$ cat config.mk
export PLATFORM = sky130hd
export DESIGN_NAME = pll_lock_ctrl_flat
export DESIGN_NICKNAME = d
export VERILOG_FILES = /design/src/rtl/pll_ctrl_pkg.sv /design/src/rtl/pll_lock_ctrl_if.sv /design/src/rtl/sync_2ff.sv /design/src/rtl/pll_lock_ctrl.sv /design/src/flat_wrapper.sv
export SDC_FILE = /design/constraint.sdc
export NUM_CORES = 1
export LEC_CHECK = 0
export BUFFER_PORTS_ARGS = -buffer_cell sky130_fd_sc_hd__buf_2
export CORE_MARGIN = 2
export CORE_UTILIZATION = 52
export CTS_CLUSTER_SIZE = 12
export DETAILED_ROUTE_END_ITERATION = 8
export PLACE_DENSITY_LB_ADDON = 0.12
export SYNTH_ARGS = -nofsm -noshare
export SYNTH_HDL_FRONTEND = slang
export SYNTH_HIERARCHICAL = 1
export SYNTH_SLANG_ARGS = --single-unit
export TNS_END_PERCENT = 50
$ cat constraint.sdc
create_clock -name sys_clk -period 2.2 [get_ports sys_clk]
set_input_delay 0.44 -clock sys_clk [delete_from_list [all_inputs] [get_ports sys_clk]]
set_output_delay 0.44 -clock sys_clk [all_outputs]
set_load 0.005 [all_outputs]
$ cat src/rtl/pll_ctrl_pkg.sv
// Shared definitions for the PLL lock sequencer: state encoding, default
// timing parameters and counter sizing helpers.
package pll_ctrl_pkg;

  typedef enum logic [2:0] {
    ST_RESET,
    ST_WAIT_LOCK,
    ST_STABLE,
    ST_RUN,
    ST_FAIL
  } state_e;

  localparam int unsigned DEF_RST_CYCLES    = 16;
  localparam int unsigned DEF_LOCK_TIMEOUT  = 50000;
  localparam int unsigned DEF_STABLE_CYCLES = 1024;
  localparam int unsigned DEF_MAX_RETRY     = 3;

  localparam int unsigned RETRY_W = 2;
  localparam int unsigned LOST_W  = 8;

  // Width needed to hold the values 0 .. n-1 (at least one bit).
  function automatic int unsigned cnt_width(input int unsigned n);
    return (n <= 2) ? 1 : $clog2(n);
  endfunction

  function automatic int unsigned max3(input int unsigned a,
                                       input int unsigned b,
                                       input int unsigned c);
    int unsigned m;
    m = a;
    if (b > m) m = b;
    if (c > m) m = c;
    return m;
  endfunction

endpackage

$ cat src/rtl/pll_lock_ctrl_if.sv
// Signals exchanged between the lock sequencer and the PLL / top level.
interface pll_lock_ctrl_if;
  import pll_ctrl_pkg::*;

  logic               locked;
  logic               pll_areset;
  logic               rst_n_out;
  logic               lock_ok;
  logic               pll_fail;
  logic [RETRY_W-1:0] retry_cnt;
  logic [LOST_W-1:0]  lost_cnt;

  modport master (
    input  locked,
    output pll_areset,
    output rst_n_out,
    output lock_ok,
    output pll_fail,
    output retry_cnt,
    output lost_cnt
  );

  modport slave (
    output locked,
    input  pll_areset,
    input  rst_n_out,
    input  lock_ok,
    input  pll_fail,
    input  retry_cnt,
    input  lost_cnt
  );

endinterface

$ cat src/rtl/sync_2ff.sv
// Two-flop synchronizer for a single asynchronous status bit, resets to 0.
module sync_2ff (
  input  logic clk_i,
  input  logic rst_ni,
  input  logic d_i,
  output logic q_o
);

  logic meta_q;
  logic sync_q;

  always_ff @(posedge clk_i or negedge rst_ni) begin
    if (!rst_ni) begin
      meta_q <= 1'b0;
      sync_q <= 1'b0;
    end else begin
      meta_q <= d_i;
      sync_q <= meta_q;
    end
  end

  assign q_o = sync_q;

endmodule

$ cat src/rtl/pll_lock_ctrl.sv
// PLL bring-up sequencer: reset pulse, lock wait with bounded retries,
// lock qualification, run monitoring and sticky failure.
module pll_lock_ctrl
  import pll_ctrl_pkg::*;
#(
  parameter int unsigned RST_CYCLES    = DEF_RST_CYCLES,
  parameter int unsigned LOCK_TIMEOUT  = DEF_LOCK_TIMEOUT,
  parameter int unsigned STABLE_CYCLES = DEF_STABLE_CYCLES,
  parameter int unsigned MAX_RETRY     = DEF_MAX_RETRY
) (
  input  logic             sys_clk,
  input  logic             sys_rst_n,
  pll_lock_ctrl_if.master  pll
);

  localparam int unsigned CNT_MAX = max3(RST_CYCLES, LOCK_TIMEOUT, STABLE_CYCLES);
  localparam int unsigned CNT_W   = cnt_width(CNT_MAX);

  localparam logic [CNT_W-1:0]   RST_LAST  = CNT_W'(RST_CYCLES - 1);
  localparam logic [CNT_W-1:0]   TMO_LAST  = CNT_W'(LOCK_TIMEOUT - 1);
  localparam logic [CNT_W-1:0]   STB_LAST  = CNT_W'(STABLE_CYCLES - 1);
  localparam logic [RETRY_W-1:0] RETRY_LIM = RETRY_W'(MAX_RETRY);

  state_e             state_q, state_d;
  logic [CNT_W-1:0]   cnt_q, cnt_d;
  logic [RETRY_W-1:0] retry_q, retry_d;
  logic [LOST_W-1:0]  lost_q, lost_d;
  logic               areset_q, areset_d;
  logic               rst_n_out_q, rst_n_out_d;
  logic               lock_ok_q, lock_ok_d;
  logic               fail_q, fail_d;
  logic               locked_s;

  sync_2ff u_lock_sync (
    .clk_i  (sys_clk),
    .rst_ni (sys_rst_n),
    .d_i    (pll.locked),
    .q_o    (locked_s)
  );

  always_comb begin
    state_d = state_q;
    retry_d = retry_q;
    lost_d  = lost_q;

    unique case (state_q)
      ST_RESET: begin
        if (cnt_q == RST_LAST) state_d = ST_WAIT_LOCK;
      end
      ST_WAIT_LOCK: begin
        // A lock seen on the timeout cycle takes priority over a retry.
        if (locked_s) begin
          state_d = ST_STABLE;
        end else if (cnt_q == TMO_LAST) begin
          if (retry_q == RETRY_LIM) begin
            state_d = ST_FAIL;
          end else begin
            retry_d = retry_q + 1'b1;
            state_d = ST_RESET;
          end
        end
      end
      ST_STABLE: begin
        if (!locked_s)              state_d = ST_WAIT_LOCK;
        else if (cnt_q == STB_LAST) state_d = ST_RUN;
      end
      ST_RUN: begin
        if (!locked_s) begin
          state_d = ST_RESET;
          if (lost_q != '1) lost_d = lost_q + 1'b1;
        end
      end
      ST_FAIL: begin
        state_d = ST_FAIL;
      end
      default: begin
        state_d = ST_RESET;
      end
    endcase

    if (state_d == ST_RUN) retry_d = '0;

    if (state_d != state_q) begin
      cnt_d = '0;
    end else if (state_q == ST_RESET || state_q == ST_WAIT_LOCK ||
                 state_q == ST_STABLE) begin
      cnt_d = cnt_q + 1'b1;
    end else begin
      cnt_d = cnt_q;
    end

    // Outputs are decoded from the next state so they move with the state.
    areset_d    = (state_d == ST_RESET) || (state_d == ST_FAIL);
    rst_n_out_d = (state_d == ST_RUN);
    lock_ok_d   = (state_d == ST_RUN);
    fail_d      = (state_d == ST_FAIL);
  end

  always_ff @(posedge sys_clk or negedge sys_rst_n) begin
    if (!sys_rst_n) begin
      state_q     <= ST_RESET;
      cnt_q       <= '0;
      retry_q     <= '0;
      lost_q      <= '0;
      areset_q    <= 1'b1;
      rst_n_out_q <= 1'b0;
      lock_ok_q   <= 1'b0;
      fail_q      <= 1'b0;
    end else begin
      state_q     <= state_d;
      cnt_q       <= cnt_d;
      retry_q     <= retry_d;
      lost_q      <= lost_d;
      areset_q    <= areset_d;
      rst_n_out_q <= rst_n_out_d;
      lock_ok_q   <= lock_ok_d;
      fail_q      <= fail_d;
    end
  end

  assign pll.pll_areset = areset_q;
  assign pll.rst_n_out  = rst_n_out_q;
  assign pll.lock_ok    = lock_ok_q;
  assign pll.pll_fail   = fail_q;
  assign pll.retry_cnt  = retry_q;
  assign pll.lost_cnt   = lost_q;

endmodule

$ cat src/flat_wrapper.sv
// flat-port wrapper written by rule: the top's interface ports become plain ports
module pll_lock_ctrl_flat import pll_ctrl_pkg::*;
#(
  parameter int unsigned RST_CYCLES    = DEF_RST_CYCLES,
  parameter int unsigned LOCK_TIMEOUT  = DEF_LOCK_TIMEOUT,
  parameter int unsigned STABLE_CYCLES = DEF_STABLE_CYCLES,
  parameter int unsigned MAX_RETRY     = DEF_MAX_RETRY
)
  (sys_clk, sys_rst_n, pll_locked, pll_pll_areset, pll_rst_n_out, pll_lock_ok, pll_pll_fail, pll_retry_cnt, pll_lost_cnt);
  pll_lock_ctrl_if pll_i ();
  input  logic sys_clk;
  input  logic sys_rst_n;
  input wire logic [$bits(pll_i.locked)-1:0] pll_locked;
  output wire logic [$bits(pll_i.pll_areset)-1:0] pll_pll_areset;
  output wire logic [$bits(pll_i.rst_n_out)-1:0] pll_rst_n_out;
  output wire logic [$bits(pll_i.lock_ok)-1:0] pll_lock_ok;
  output wire logic [$bits(pll_i.pll_fail)-1:0] pll_pll_fail;
  output wire logic [$bits(pll_i.retry_cnt)-1:0] pll_retry_cnt;
  output wire logic [$bits(pll_i.lost_cnt)-1:0] pll_lost_cnt;
  assign pll_i.locked = pll_locked;
  assign pll_pll_areset = pll_i.pll_areset;
  assign pll_rst_n_out = pll_i.rst_n_out;
  assign pll_lock_ok = pll_i.lock_ok;
  assign pll_pll_fail = pll_i.pll_fail;
  assign pll_retry_cnt = pll_i.retry_cnt;
  assign pll_lost_cnt = pll_i.lost_cnt;
  pll_lock_ctrl #(.RST_CYCLES(RST_CYCLES), .LOCK_TIMEOUT(LOCK_TIMEOUT), .STABLE_CYCLES(STABLE_CYCLES), .MAX_RETRY(MAX_RETRY)) u_core (.sys_clk(sys_clk), .sys_rst_n(sys_rst_n), .pll(pll_i));
endmodule
==> metrics.txt, run 1 <==
Tmin final 2.07 ns; CP max FO 16; PortBufs 16; CP arrival 2.29 ns; Die Wd 61.5 µm; largest net degree at the start of global routing 35; Synth Register Bits 34; clock transition at the registers of the reported paths 0.10 ns; Layout Area Growth over Synthesis 15.9%; maximum clock frequency 483 MHz; outcome finished clean; clk_skew 0.00655 ns; busiest grt layer met2; Post-CTS Repair Setup Buffers 0; Avg Cell Area, Syn 10.8 µm²; Placed Cells 222; chip height 61.5 µm; endpoints failing hold 0; sequential area share after synthesis 49.6%; clock root cell clkbuf_4; total track usage 21.0%; number of synthesized flops with an enable pin 0; row cnt 20; Post-Syn Nets 165; met2 Use GR 32.5%; first drt pass iteration count 5; Worst-Skew Late Latency 0.33 ns; post-route antenna net violation count 0; Setup Crit Path Kind flop to flop; Post-Syn Area 0.00172 mm²; CTS tree done; RSZ-0062 raised after global routing yes; initial antenna violation count 0; n_diodes 0; CP Capture Type flop; Die Area 0.00378 mm²; core box area 0.00310 mm²; Initial Util 55.4%; Worst VDD drop 0.458 mV; Worst EP required 2.42 ns; Via density 5.65; nets 192; Worst R2R Setup Slack 0.13 ns; Pwr per Cell Area 902 mW/mm²; HP Class input pin to async pin; Num CTS Buffers 5; clk buf depth 2; Synth warnings 6; Yosys cell types 42; final period utilization 94.1%; DRC 0; drt total wl 3.48 mm; number of global-route vias before repair 1260; vias 1305; first-pass GRT wire length 5.71 mm; routability cong. 0.840; Post-Syn Instances 159; hold buffers post-CTS 0; worst-margin pin slew 0.741 ns; Final Setup Violations 0; startpoint types flop; DP Wirelength 2.42 mm; DR WL/cell 15.1 µm; Filler cells 288; I/O pins 17; initial DRC count 85; GR Layer Usage met3 7.56%; Tot Pwr 0.00180 W; Slew Limit Fails 0; Lkg Pwr 0.947 nW; Overflow after GRT 0; Post-synth top flop dfrtp_1; H-tree Lvls 2; final core occ 64.2%; TritonCTS Sinks 34; FFs w/ async S/R, synth 100%; fraction of layout cells with a size suffix above 1 24.6%; Non-Filler Instances 231; Slew headroom 50.6%; Max Cap Violations 0; hold slack final 0.162 ns; met1 usage 27.2%
[critical path: stages, from the launching register on]
cell and delay (ns):
dfrtp_1 0.41, ha_2 0.21, or4b_4 0.48, nor4_4 0.22, a2111oi_2 0.14, a311oi_4 0.26, buf_12 0.18, nor3_1 0.06
[sequential cells by signal, summed over array words and instances (netlist names)]
register / count
u_core/pll.lock_ok: 1
u_core/u_lock_sync/meta_q: 1
u_core/pll.retry_cnt: 2
u_core/pll.pll_fail: 1
u_core/state_q: 3
u_core/pll.lost_cnt: 8
u_core/cnt_q: 16
u_core/u_lock_sync/q_o: 1
u_core/pll.pll_areset: 1
[cell usage in the layout (no fill, tap or decap), types with 3 or more instances in the layout]
cell type	synthesis	layout
xor2_1	11	11
buf_4	1	9
nor2_1	16	16
clkbuf_4	0	5
buf_2	2	16
xnor2_1	12	12
nand3_1	6	6
dfrtp_1	33	33
nand2_1	8	8
nand4_1	8	8
and3_1	3	3
nor3_1	14	14
inv_1	4	4
nor4_1	5	5
[cell type report]
cell class,instances,area (µm²),share of cell area (%)
multi-input cells,114,832,41.7
flip-flops and latches,34,852,42.7
well taps,44,55.1,2.76
repair buffers,27,179,8.98
inverters,4,15.0,0.753
clock buffers,7,55.1,2.76
clock inverters,1,5.00,0.251
[metal layers]
layer / vias up / part of all wire [%]
met5: - / 0
met4: 0 / 0.58
met3: 2 / 5.1
met2: 33 / 48
met1: 643 / 46
li1: 627 / -
[Yosys cell counts (3+ instances only)]
master	count	share of area (%)
and3_1	3	1.1
dfrtp_1	33	48
ha_1	3	2.2
inv_1	4	0.87
nand2_1	8	1.7
nand3_1	6	1.7
nand4_1	8	2.9
nor2_1	16	3.5
nor3_1	14	4.1
nor4_1	5	1.8
xnor2_1	12	6.1
xor2_1	11	5.6
[logic make-up (layout without fill, tap and decap cells)]
family / after synthesis / count (layout) / synth area share (%)
and+or+nand+nor: 74 / 74 / 25.5
DFF: 34 / 34 / 49.6
xor gates and xnor gates: 23 / 23 / 11.7
AOI/OAI and AO/OA: 11 / 11 / 5.90
buffers and inverters: 11 / 39 / 3.27
adders and majority gates: 3 / 3 / 2.18
muxes: 3 / 3 / 1.82
[repair_timing]
item | 4_1_cts | 5_1_grt
gates resized for setup | 0 | 8
endpoints found under the setup margin | 0 | 18
endpoints found under the hold margin | 0 | 0
[per-stage QoR]
step | area [µm²] | setup TNS [ns] | worst slack, ns
after floorplan | 1720 | 0 | 0.00472
after global placement | 1900 | 0 | 0.107
after detailed placement | 1900 | 0 | 0.0307
after CTS | 1960 | 0 | 0.00810
after global routing | 1990 | -0.00414 | -0.00414
final | 1990 | 0 | 0.129
[power breakdown]
part           internal [W]  switching [W]  total (W)
logic              0.000289       0.000338   0.000627
clock network      0.000155       0.000202   0.000357
registers          0.000713       0.000101   0.000814
[path summary, 6_finish.rpt]
kind / cells after the start / startpoint / end
min in group sys_clk: 1 / pll_locked / u_core/u_lock_sync/meta_q
setup reg to reg: 7 / u_core/cnt_q[1] / u_core/cnt_q[14]
hold / removal: 1 / sys_rst_n / u_core/cnt_q[10]
setup / recovery: 7 / u_core/cnt_q[1] / u_core/cnt_q[14]
max in group asynchronous: 1 / sys_rst_n / u_core/cnt_q[8]
hold reg to reg: 0 / u_core/u_lock_sync/meta_q / u_core/u_lock_sync/q_o
(Power assumes the default switching activity.)
==> run 2, diff against run 1 <==
--- a/config.mk
+++ b/config.mk
@@ -10,6 +10,7 @@
 export CORE_UTILIZATION = 52
 export CTS_CLUSTER_SIZE = 12
 export DETAILED_ROUTE_END_ITERATION = 8
+export HOLD_SLACK_MARGIN = 0.1
 export PLACE_DENSITY_LB_ADDON = 0.12
 export SYNTH_ARGS = -nofsm -noshare
 export SYNTH_HDL_FRONTEND = slang
==> constraint.sdc (replaced) <==
create_clock -name sys_clk -period 2.66 [get_ports sys_clk]
set_input_delay 0.532 -clock sys_clk [delete_from_list [all_inputs] [get_ports sys_clk]]
set_output_delay 0.532 -clock sys_clk [all_outputs]
set_load 0.005 [all_outputs]
==> run 2 against run 1 <==
Compared with the run above:
- sequential power fell by 14%
- hold slack improved by 0.080 ns
- highest routed layer unchanged
- critical path depth did not move
- sequential share of layout area grew 1.6 points
- clock skew rose by 0.0061 ns
- die area did not move
==> metrics.txt, run 2 (same netlist as run 1, synthesis figures left out) <==
DP Wirelength 2.21 mm (was 2.42 mm); row cnt 20 (unchanged); most frequent cells in the layout 33 x dfrtp_1, 16 x buf_2, 16 x nor2_1 (unchanged); Post-CTS Repair Setup Buffers 0 (unchanged); most common cell after layout, fill and taps aside dfrtp_1 (unchanged); routability cong. 0.847 (was 0.840); cts repair resizes 0 (unchanged); HP Class input pin to async pin (unchanged); core box area 0.00310 mm² (unchanged); TritonCTS Sinks 34 (unchanged); Reg with most FFs u_core/cnt_q (unchanged); chip height 61.5 µm (unchanged); CTS tree done (unchanged); first-pass GRT wire length 5.54 mm (was 5.71 mm); pre-CTS WS 0.365 ns (was 0.0307 ns); Overflow after GRT 0 (unchanged); TNS Setup 0 ns (unchanged); final period utilization 86.9% (was 94.1%); Worst-Skew Late Latency 0.34 ns (was 0.33 ns); number of global-route vias before repair 1204 (was 1260); initial antenna violation count 0 (unchanged); worst-margin pin slew 0.726 ns (was 0.741 ns); PortBufs 16 (unchanged); Pwr per Cell Area 767 mW/mm² (was 902 mW/mm²); clk buf depth 2 (unchanged); CP arrival 2.53 ns (was 2.29 ns); Slew headroom 51.6% (was 50.6%); Worst VDD drop 0.434 mV (was 0.458 mV); Tmin final 2.31 ns (was 2.07 ns); Via density 5.58 (was 5.65); largest net degree at the start of global routing 35 (unchanged); switch share 33.6% (was 35.7%); post-route antenna net violation count 0 (unchanged); clock root cell clkbuf_4 (unchanged); RSZ-0062 raised after global routing no (was yes); Int Pwr 0.000978 W (was 0.00116 W); endpoints failing hold 0 (unchanged); H-tree Lvls 2 (unchanged); Comb pwr share 26.0% (was 34.9%); Psw 0.000495 W (was 0.000642 W); fraction of layout cells with a size suffix above 1 20.1% (was 24.6%); vias 1245 (was 1305); DRC 0 (unchanged); Final Setup Violations 0 (unchanged); Num CTS Buffers 5 (unchanged); final core occ 61.9% (was 64.2%); total track usage 20.4% (was 21.0%); Slew Limit Fails 0 (unchanged); Clk pwr share 26.7% (was 19.9%); initial DRC count 73 (was 85); clock transition at the registers of the reported paths 0.10 ns (about the same); clk_skew 0.0126 ns (was 0.00655 ns); Die Area 0.00378 mm² (unchanged); max FFs per register 16 (unchanged); Setup Crit Path Kind flop to flop (unchanged); Worst EP required 2.88 ns (was 2.42 ns); maximum clock frequency 432 MHz (was 483 MHz); startpoint types flop (unchanged); n_diodes 0 (unchanged); CP Capture Type flop (unchanged); Die Wd 61.5 µm (unchanged); drt total wl 3.17 mm (was 3.48 mm); Filler cells 267 (was 288); Initial Util 55.4% (unchanged); CP max FO 16 (unchanged); hold buffers post-CTS 0 (unchanged); nets 184 (was 192); Layout Area Growth over Synthesis 11.7% (was 15.9%); outcome finished clean (unchanged); first drt pass iteration count 4 (was 5); Reg power frac 47.3% (was 45.3%); Lkg Pwr 0.910 nW (was 0.947 nW); final worst setup slack 0.347 ns (was 0.129 ns); Max Cap Violations 0 (unchanged); I/O pins 17 (unchanged); DR WL/cell 14.2 µm (was 15.1 µm)
run 2: path summary, 6_finish.rpt:
kind,startpoint,end,slack [ns],cells after the start
setup / recovery,u_core/cnt_q[1],u_core/cnt_q[3],0.35,7
hold / removal,sys_rst_n,u_core/pll.lost_cnt[5],0.24,1
setup reg to reg,u_core/cnt_q[1],u_core/cnt_q[3],0.35,7
hold reg to reg,u_core/u_lock_sync/meta_q,u_core/u_lock_sync/q_o,0.36,0
max in group asynchronous,sys_rst_n,u_core/cnt_q[0],1.95,1
min in group sys_clk,pll_locked,u_core/u_lock_sync/meta_q,0.29,1
run 2: layer usage:
| metal | vias up | wire length [µm] | global-route usage [%] |
|---|---|---|---|
| li1 | 609 | - | - |
| met1 | 602 | 1500 | 26.7 |
| met2 | 26 | 1470 | 30.8 |
| met3 | 8 | 125 | 6.51 |
| met4 | 0 | 71 | 9.73 |
| met5 | - | 0 | 0 |
run 2: power by group through the flow:
stage	Combinational (W)	Clock (W)	Sequential, W
after floorplan	0.000322	0	0.000659
after global placement	0.000368	0	0.000698
after detailed placement	0.000383	0	0.000704
after CTS	0.000388	0.000405	0.000695
after global routing	0.000431	0.000430	0.000712
final	0.000383	0.000393	0.000696
run 2: critical path, stage by stage (launching register included):
cell and delay, ns:
dfrtp_1 0.41, ha_1 0.21, or4b_4 0.50, nor4_4 0.39, a2111oi_2 0.15, a311oi_4 0.20
buf_4 0.25, nor3_1 0.08
run 2: cell type report:
type                            instances  area [µm²]  area share, %
Clock inverter                          1        30.0           1.56
Timing Repair Buffer                   19         103           5.34
Sequential cell                        34         852           44.4
Multi-Input combinational cell        114         811           42.2
Clock buffer                            7        55.1           2.87
Tap cell                               44        55.1           2.87
Inverter                                4        15.0          0.782
run 2: metrics by stage:
step | instances | instance area (µm²) | total power [W] | hold slack, ns
after CTS | 223 | 1920 | 0.00149 | 0.253
after floorplan | 159 | 1720 | 0.000981 | 0.236
final | 223 | 1920 | 0.00147 | 0.242
after global routing | 223 | 1920 | 0.00157 | 0.262
after global placement | 215 | 1840 | 0.00107 | 0.335
after detailed placement | 215 | 1840 | 0.00109 | 0.338
==> run 3, diff against run 2 <==
--- a/config.mk
+++ b/config.mk
@@ -7,11 +7,12 @@
 export LEC_CHECK = 0
 export BUFFER_PORTS_ARGS = -buffer_cell sky130_fd_sc_hd__buf_2
 export CORE_MARGIN = 2
-export CORE_UTILIZATION = 52
+export CORE_UTILIZATION = 40
 export CTS_CLUSTER_SIZE = 12
 export DETAILED_ROUTE_END_ITERATION = 8
 export HOLD_SLACK_MARGIN = 0.1
 export PLACE_DENSITY_LB_ADDON = 0.12
+export REMOVE_ABC_BUFFERS = 1
 export SYNTH_ARGS = -nofsm -noshare
 export SYNTH_HDL_FRONTEND = slang
 export SYNTH_HIERARCHICAL = 1
==> run 3 against run 2 <==
Compared with the run above:
- cell count is 2.7% higher
- sequential share of layout area is 1.3 points lower
- global-route usage down 4.7 points
- count of clock-buffer cells in the layout shrank 2
- design area grew 3.1%
- hold slack better by 0.063 ns
- first-iteration DRC count shrank 5.5%
- die area up 28%
- register-to-register slack got worse by 0.02 ns
- via count barely moved
- critical path type unchanged
- highest routed layer unchanged
==> metrics.txt, run 3 (same netlist as run 1, synthesis figures left out) <==
outcome finished clean (unchanged); crit-path leading delay family simple AND/OR/NAND/NOR gates (unchanged); final worst setup slack 0.323 ns (was 0.347 ns); I/O pins 17 (unchanged); pre-CTS WS 0.354 ns (was 0.365 ns); largest net degree at the start of global routing 35 (unchanged); Worst-Skew Late Latency 0.28 ns (was 0.34 ns); worst-margin pin slew 0.740 ns (was 0.726 ns); fraction of layout cells with a size suffix above 1 20.7% (was 20.1%); post-route antenna net violation count 0 (unchanged); Die Area 0.00484 mm² (was 0.00378 mm²); drt total wl 3.45 mm (was 3.17 mm); routability cong. 0.796 (was 0.847); critical path's slowest cell or4b_4 (unchanged); Tmin final 2.34 ns (was 2.31 ns); Final Setup Violations 0 (unchanged); DP Wirelength 2.50 mm (was 2.21 mm); Worst EP required 2.82 ns (was 2.88 ns); final period utilization 87.9% (was 86.9%); DR WL/cell 15.1 µm (was 14.2 µm); endpoints failing hold 0 (unchanged); chip height 69.6 µm (was 61.5 µm); number of global-route vias before repair 1280 (was 1204); Lkg Pwr 0.933 nW (was 0.910 nW); TritonCTS Sinks 34 (unchanged); Layout Area Growth over Synthesis 15.2% (was 11.7%); Worst R2R Setup Slack 0.32 ns (was 0.35 ns); r2r worst-path depth 7 (unchanged); Setup Crit Path Kind flop to flop (unchanged); R2R Path Start u_core/cnt_q[0] (was u_core/cnt_q[1]); Initial Util 42.4% (was 55.4%); area of the multi-input gates 811 µm² (unchanged); CP arrival 2.50 ns (was 2.53 ns); CTS tree done (unchanged); worst-path cell chain ha_1, or4b_4, nor4_4, a2111oi_2, a311oi_4, buf_4, nor3_1 (unchanged); Max Cap Violations 0 (unchanged); PortBufs 16 (unchanged); n_diodes 0 (unchanged); cts repair resizes 0 (unchanged); reg-to-reg endpoint u_core/cnt_q[14] (was u_core/cnt_q[3]); Max stage delay on crit path 0.49 ns (was 0.50 ns); Pwr per Cell Area 834 mW/mm² (was 767 mW/mm²); Filler cells 386 (was 267); H-tree Lvls 2 (unchanged); total track usage 15.7% (was 20.4%); core box area 0.00406 mm² (was 0.00310 mm²); clock transition at the registers of the reported paths 0.07 ns (was 0.10 ns); hold buffers post-CTS 0 (unchanged); Slew Limit Fails 0 (unchanged); clock root cell clkbuf_8 (was clkbuf_4); RSZ-0062 raised after global routing no (unchanged); DRC 0 (unchanged); startpoint types flop (unchanged); vias 1246 (was 1245); max FFs per register 16 (unchanged); first-pass GRT wire length 6.00 mm (was 5.54 mm); clk buf depth 2 (unchanged); row cnt 23 (was 20); Overflow after GRT 0 (unchanged); Via density 5.44 (was 5.58); nets 184 (unchanged); Die Wd 69.6 µm (was 61.5 µm); CP max FO 16 (unchanged); Reg with most FFs u_core/cnt_q (unchanged); Worst VDD drop 0.356 mV (was 0.434 mV); initial DRC count 69 (was 73); CP Capture Type flop (unchanged); Worst Path Buf+Inv 1 (unchanged); most frequent cells in the layout 33 x dfrtp_1, 16 x buf_2, 16 x nor2_1 (unchanged); maximum clock frequency 428 MHz (was 432 MHz); initial antenna violation count 0 (unchanged); most common cell after layout, fill and taps aside dfrtp_1 (unchanged); Post-CTS Repair Setup Buffers 0 (unchanged); first drt pass iteration count 6 (was 4); TNS Setup 0 ns (unchanged); Slew headroom 50.7% (was 51.6%); Num CTS Buffers 5 (unchanged); clk_skew 0.00745 ns (was 0.0126 ns); HP Class input pin to async pin (unchanged); Reg area 852 µm² (unchanged)
[run 3: cell count changes in the layout (fill, tap and decap cells not counted)]
cell,delta
bufinv_16,+1
clkbuf_4,-5
clkbuf_8,+4
clkinv_4,+1
clkbuf_1,-1
[run 3: power by group]
group	internal, W	switching, W
clock	0.000375	0.000190
sequential	0.000590	0.000110
combinational	0.000165	0.000221
total	0.00113	0.000521
[run 3: area by class of cell]
cell class	instances	share of cell area (%)
repair buffers	19	5.18
clock inverters	3	3.47
inverters	4	0.758
flip-flops and latches	34	43.0
well taps	50	3.16
multi-input cells	114	40.9
clock buffers	5	3.47
[run 3: layer usage]
metal	GRT usage, %	wire (µm)
met5	0	0
met4	5.23	24
met3	4.51	123
met2	26.6	1790
met1	19.3	1510
[run 3: through the flow]
stage / instances / power (W) / hold WS (ns) / instance area, µm² / util (%)
final: 229 / 0.00165 / 0.306 / 1980 / 48.8
after global routing: 229 / 0.00175 / 0.326 / 1980 / 48.8
after CTS: 229 / 0.00167 / 0.326 / 1980 / 48.8
after detailed placement: 221 / 0.00110 / 0.344 / 1840 / 45.4
after global placement: 221 / 0.00108 / 0.335 / 1840 / 45.4
after floorplan: 152 / 0.000947 / 0.236 / 1680 / -
[run 3: how the worst max path moves through the flow]
| stage | end | start | depth (start not counted) |
|---|---|---|---|
| after floorplan | u_core/cnt_q[0] | u_core/cnt_q[0] | 5 |
| after global placement | u_core/cnt_q[0] | u_core/cnt_q[0] | 7 |
| after detailed placement | u_core/cnt_q[15] | u_core/cnt_q[0] | 7 |
| after CTS | u_core/cnt_q[15] | u_core/cnt_q[0] | 7 |
| after global routing | u_core/cnt_q[15] | u_core/cnt_q[0] | 7 |
| final | u_core/cnt_q[14] | u_core/cnt_q[0] | 7 |
